## config.mk

```make
export PLATFORM = sky130hd
export DESIGN_NAME = clb_slice_regs
export DESIGN_NICKNAME = d
export VERILOG_FILES = /design/src/rtl/clb_pkg.sv /design/src/rtl/clb_cfg_chain.sv /design/src/rtl/clb_slice_regs.sv
export SDC_FILE = /design/constraint.sdc
export NUM_CORES = 1
export LEC_CHECK = 0
export ABC_CLOCK_PERIOD_IN_PS = 4600
export CORE_AREA = 2 2 39 41
export CTS_BUF_LIST = sky130_fd_sc_hd__clkbuf_2
export DETAILED_ROUTE_END_ITERATION = 12
export DIE_AREA = 0 0 41 43
export GPL_TIMING_DRIVEN = 0
export SLEW_MARGIN = 5
export SYNTH_ARGS = -nofsm -noshare
export SYNTH_HDL_FRONTEND = slang
export SYNTH_SLANG_ARGS = --single-unit
```

## constraint.sdc

```tcl
create_clock -name cclk -period 4.6 [get_ports cclk]
set_clock_uncertainty 0.1 [all_clocks]
set_input_delay 0.46 -clock cclk [delete_from_list [all_inputs] [get_ports cclk]]
set_output_delay 0.46 -clock cclk [all_outputs]
set_load 0.01 [all_outputs]
```

## src/rtl/clb_pkg.sv

```systemverilog
// Shared CLB definitions: config chain bit layout and sequencing states.
package clb_pkg;

  typedef enum logic [1:0] {
    CONFIG = 2'd0,
    INIT   = 2'd1,
    RUN    = 2'd2
  } clb_state_e;

  function automatic int bypass_off(input int i);
    return 2 * i;
  endfunction

  function automatic int init_off(input int i);
    return 2 * i + 1;
  endfunction

  function automatic int ce_en_off(input int n);
    return 2 * n;
  endfunction

  function automatic int sr_en_off(input int n);
    return 2 * n + 1;
  endfunction

  function automatic int cfg_bits(input int n);
    return 2 * n + 2;
  endfunction

endpackage

```

## src/rtl/clb_cfg_chain.sv

```systemverilog
// Serial config shift register with optional masked parallel capture.
module clb_cfg_chain #(
  parameter int CFG_BITS = 6
) (
  input  logic                cclk,
  input  logic                rst_n,
  input  logic                shift,
  input  logic                capture,
  input  logic [CFG_BITS-1:0] cap_mask,
  input  logic [CFG_BITS-1:0] cap_data,
  input  logic                config_in,
  output logic [CFG_BITS-1:0] chain,
  output logic                config_out
);

  always_ff @(posedge cclk or negedge rst_n) begin
    if (!rst_n) begin
      chain <= '0;
    end else if (capture) begin
      chain <= (chain & ~cap_mask) | (cap_data & cap_mask);
    end else if (shift) begin
      chain <= {config_in, chain[CFG_BITS-1:1]};
    end
  end

  assign config_out = chain[0];

endmodule

```

## src/rtl/clb_slice_regs.sv

```systemverilog
// CLB slice output registers with serial config and CONFIG/INIT/RUN sequencing.
// CLB_SLICE_REGS_READBACK_EN adds capture of flop state into the chain.
module clb_slice_regs
  import clb_pkg::*;
#(
  parameter int NUM_LUTS = 2
) (
  input  logic                cclk,
  input  logic                rst_n,
  input  logic                cen,
  input  logic                config_in,
  output logic                config_out,
  input  logic                readback,
  input  logic [NUM_LUTS-1:0] d,
  input  logic                ce,
  input  logic                sr,
  output logic [NUM_LUTS-1:0] q,
  output logic                running
);

  localparam int CFG_BITS = cfg_bits(NUM_LUTS);

  logic [CFG_BITS-1:0] chain;
  logic [CFG_BITS-1:0] cap_mask;
  logic [CFG_BITS-1:0] cap_data;
  logic                shift;
  logic                capture;
  logic [NUM_LUTS-1:0] flop;
  logic [NUM_LUTS-1:0] bypass;
  logic [NUM_LUTS-1:0] init;
  logic                ce_en;
  logic                sr_en;
  clb_state_e          state;

  for (genvar i = 0; i < NUM_LUTS; i++) begin : g_bit
    assign bypass[i] = chain[bypass_off(i)];
    assign init[i]   = chain[init_off(i)];
    assign cap_mask[bypass_off(i)] = 1'b0;
    assign cap_mask[init_off(i)]   = 1'b1;
    assign cap_data[bypass_off(i)] = 1'b0;
    assign cap_data[init_off(i)]   = flop[i];
  end

  assign cap_mask[CFG_BITS-1:CFG_BITS-2] = 2'b00;
  assign cap_data[CFG_BITS-1:CFG_BITS-2] = 2'b00;

  assign ce_en = chain[ce_en_off(NUM_LUTS)];
  assign sr_en = chain[sr_en_off(NUM_LUTS)];

`ifdef CLB_SLICE_REGS_READBACK_EN
  assign capture = cen & readback;
  assign shift   = cen & ~readback;
`else
  logic unused_readback;
  assign unused_readback = readback;
  assign capture = 1'b0;
  assign shift   = cen;
`endif

  clb_cfg_chain #(
    .CFG_BITS(CFG_BITS)
  ) u_chain (
    .cclk      (cclk),
    .rst_n     (rst_n),
    .shift     (shift),
    .capture   (capture),
    .cap_mask  (cap_mask),
    .cap_data  (cap_data),
    .config_in (config_in),
    .chain     (chain),
    .config_out(config_out)
  );

  // cen wins in every state: flops hold while the chain is busy
  always_ff @(posedge cclk or negedge rst_n) begin
    if (!rst_n) begin
      state <= CONFIG;
      flop  <= '0;
    end else if (cen) begin
      state <= CONFIG;
    end else begin
      unique case (state)
        CONFIG: state <= INIT;
        INIT: begin
          flop  <= init;
          state <= RUN;
        end
        RUN: begin
          if (sr_en && sr) flop <= init;
          else if (!ce_en || ce) flop <= d;
        end
        default: state <= CONFIG;
      endcase
    end
  end

  assign q       = (bypass & d) | (~bypass & flop);
  assign running = (state == RUN);

endmodule

```

==> run_results.csv, run 1 <==
group,metric,value,unit
global_routing,grt_usage,12.9,%
floorplanning,rows,14,
logic_synthesis,synth.area.top_cells,"dfrtp_1, mux2_2, ha_1",
drt,drtIter0Drc,3,
power,max-vdd-ir-drop,0.183,mV
layout,layout_common_cells,"mux2_2, dfrtp_1, clkdlybuf4s50_1",
global_routing,overflow,0,
worst_setup_path,worstPathRequired,4040,ps
worst_setup_path,end_kind,"output port",
layout,diodes,0,
worst_setup_path,critPathMostFrequentCell,"clkdlybuf4s50_1",
power,total_power,0.263,mW
floorplanning,start_util,36.4,%
drt,dr.pass1.iters,2,
layout,drive_gt1_share,36.7,%
global_routing,antenna_found_initial,0,
layout,area_delta_synth_final,26.8,%
clock_tree,cts_setup_buffers,0,
logic_synthesis,synth_seq_area_share,49.6,%
logic_synthesis,synthDistinctLibCells,9,
logic_synthesis,yosysTopAreaCell,"dfrtp_1",
logic_synthesis,ys_seq_elements,10,
place,place_congestion,0.687,
place,portBuffers,10,
flow_run,max_cap_viol_count,0,
floorplanning,die_x,41,µm
drt,drtAntennaViolNets,0,
timing,rsz0062_at_grt,"no",
timing,setup_viol,0,
timing,clock.fmax,0.457,GHz
power,powerDensity,412,nW/µm²
clock_tree,cts.path.max_buffers,2,
logic_synthesis,syn_avg_cell_area,14.0,µm²
logic_synthesis,syn_nets,48,
logic_synthesis,syn_inst,36,
clock_tree,clk_pin_slew,100,ps
clock_tree,hold_buffers,0,
clock_tree,numCtsBuffers,3,
drt,drcViolationCount,0,
logic_synthesis,synth-warning-count,0,
timing,tightest_slew,471,ps
worst_setup_path,path_cells,"clkdlybuf4s50_1 > mux2_2 > clkdlybuf4s50_1",
floorplanning,die_y,43,µm
run_status,outcome,"completed",
global_routing,grt_pass1_vias,360,
floorplanning,dieArea,1760,µm²
layout,n_fill_cell,133,
power,power.leakage,0.273,nW
clock_tree,ctsResizeCount,0,
drt,routed-via-count,315,
timing,fin_crit_sh,47.6,%
global_routing,grt_pass1_wl,1520,µm
clock_tree,worstSkewPairLatency,240,ps
floorplanning,fp.coreArea,1380,µm²
worst_setup_path,worstSetupStartpointType,"input port",
timing,final.setup.tns,0,ps
worst_setup_path,cp_max_fo,2,
worst_setup_path,cp_slowest_cell,"clkdlybuf4s50_1",
worst_setup_path,cpPeakStageDelay,480,ps
clock_tree,clock-sinks,10,
drt,routedWlPerCell,13.0,µm
timing,slew_headroom,68.5,%
layout,nets,63,
worst_setup_path,path_buf_inv,2,
floorplanning,pin_count,13,
drt,via_per_inst,4.85,
timing,hold_viol_final,0,
timing,drv_slew,0,
clock_tree,htreeDepth,1,
logic_synthesis,syn_area,504,µm²
drt,finalWirelength,844,µm
hold_path,hold_class,"register to register",
clock_tree,cts_tree,"yes",
worst_setup_path,critical_path_arrival,1630,ps
timing,hold_ws,419,ps
global_routing,grt_max_degree,11,
timing,min_period,2190,ps
clock_tree,cts_root_buffer,"clkbuf_2",
layout,mostFrequentLayoutCell,"mux2_2",
logic_synthesis,yosysTopAreaCellShare,49.6,%
layout,final_util,46.2,%
worst_setup_path,crit_family,"buffers and inverters",
place,hpwl,691,µm
worst_setup_path,worstSetupPathType,"input port to output port",
==> registers in the layout, summed over array words and instances, names as in the netlist <==
register	cells
state	2
u_chain.chain	6
flop	2
==> Yosys cell counts <==
| library cell | count |
|---|---|
| mux2i_1 | 2 |
| ha_1 | 3 |
| nor2_1 | 2 |
| buf_2 | 1 |
| a21boi_4 | 1 |
| dfrtp_1 | 10 |
| a311oi_2 | 1 |
| inv_1 | 4 |
| mux2_2 | 12 |
==> cells by family (layout without fill, tap and decap cells) <==
group	count (synthesis)	in the layout	synth area share (%)
multiplexers	14	14	30.8
flip-flops	10	10	49.6
buffers and inverters	5	18	3.97
adder cells (fa/ha/maj)	3	3	7.44
AO/OA/AOI/OAI	2	2	6.70
AND/OR/NAND/NOR	2	2	1.49
==> metrics by stage <==
stage                     cells  cell area (µm²)  setup slack (ps)
after global routing         65              639              2360
after global placement       62              624              2430
after floorplan              36              504              2830
final                        65              639              2410
after CTS                    65              639              2420
after detailed placement     62              624              2420
==> power breakdown <==
group	switching (mW)	internal, mW	total [mW]
Combinational	0.0323	0.0598	0.0921
Clock	0.0271	0.0178	0.0449
Sequential	0.0152	0.111	0.126
==> per-layer routing <==
metal	global-route usage [%]	vias to the layer above	wire length (µm)
li1	-	150	-
met1	16.1	157	357
met2	19.7	8	436
met3	3.66	0	50
met4	6.00	0	0
met5	0	-	0
==> cell type report <==
class / instances / area, µm² / share of cell area (%)
Sequential cell: 10 / 250 / 39.1
Multi-Input combinational cell: 21 / 234 / 36.6
Timing Repair Buffer: 10 / 100 / 15.7
Tap cell: 16 / 20.0 / 3.13
Clock buffer: 3 / 15.0 / 2.35
Inverter: 4 / 15.0 / 2.35
Buffer: 1 / 5.00 / 0.783
==> final timing paths <==
path                            slack (ps)                 start                           end  depth (start not counted)
worst max-delay path                  2410                  d[0]                          q[0]                          3
worst min-delay path                   420   flop[1]$_DFFE_PN0P_           flop[1]$_DFFE_PN0P_                          1
worst max register to register        2770  state[0]$_DFFE_PN0P_           flop[0]$_DFFE_PN0P_                          5
worst min register to register         420   flop[1]$_DFFE_PN0P_           flop[1]$_DFFE_PN0P_                          1
max in group asynchronous             3640                 rst_n           flop[0]$_DFFE_PN0P_                          1
min in group asynchronous              430                 rst_n  u_chain.chain[5]$_DFFE_PN0P_                          1
(Power assumes the default switching activity.)
==> inputs of run 2 (changes only) <==
--- a/config.mk
+++ b/config.mk
@@ -5,7 +5,7 @@
 export SDC_FILE = /design/constraint.sdc
 export NUM_CORES = 1
 export LEC_CHECK = 0
-export ABC_CLOCK_PERIOD_IN_PS = 4600
+export ABC_CLOCK_PERIOD_IN_PS = 2280
 export CORE_AREA = 2 2 39 41
 export CTS_BUF_LIST = sky130_fd_sc_hd__clkbuf_2
 export DETAILED_ROUTE_END_ITERATION = 12
==> constraint.sdc (replaced) <==
create_clock -name cclk -period 2.28 [get_ports cclk]
set_clock_uncertainty 0.1 [all_clocks]
set_input_delay 0.228 -clock cclk [delete_from_list [all_inputs] [get_ports cclk]]
set_output_delay 0.228 -clock cclk [all_outputs]
set_load 0.01 [all_outputs]
==> results of run 2 <==
The final DEF is identical to that of run 1. Status: completed.
Main changes from that run: setup slack after placement 2420 ps -> 450 ps; setup slack after layout 2410 ps -> 416 ps; hold slack 419 ps -> 201 ps; start point of the critical path d[0] -> state[0]$_DFFE_PN0P_; end point of the critical path q[0] -> running; register-to-register setup slack 2770 ps -> 450 ps; total power 0.263 mW -> 0.531 mW; worst IR drop on VDD 0.183 mV -> 0.369 mV
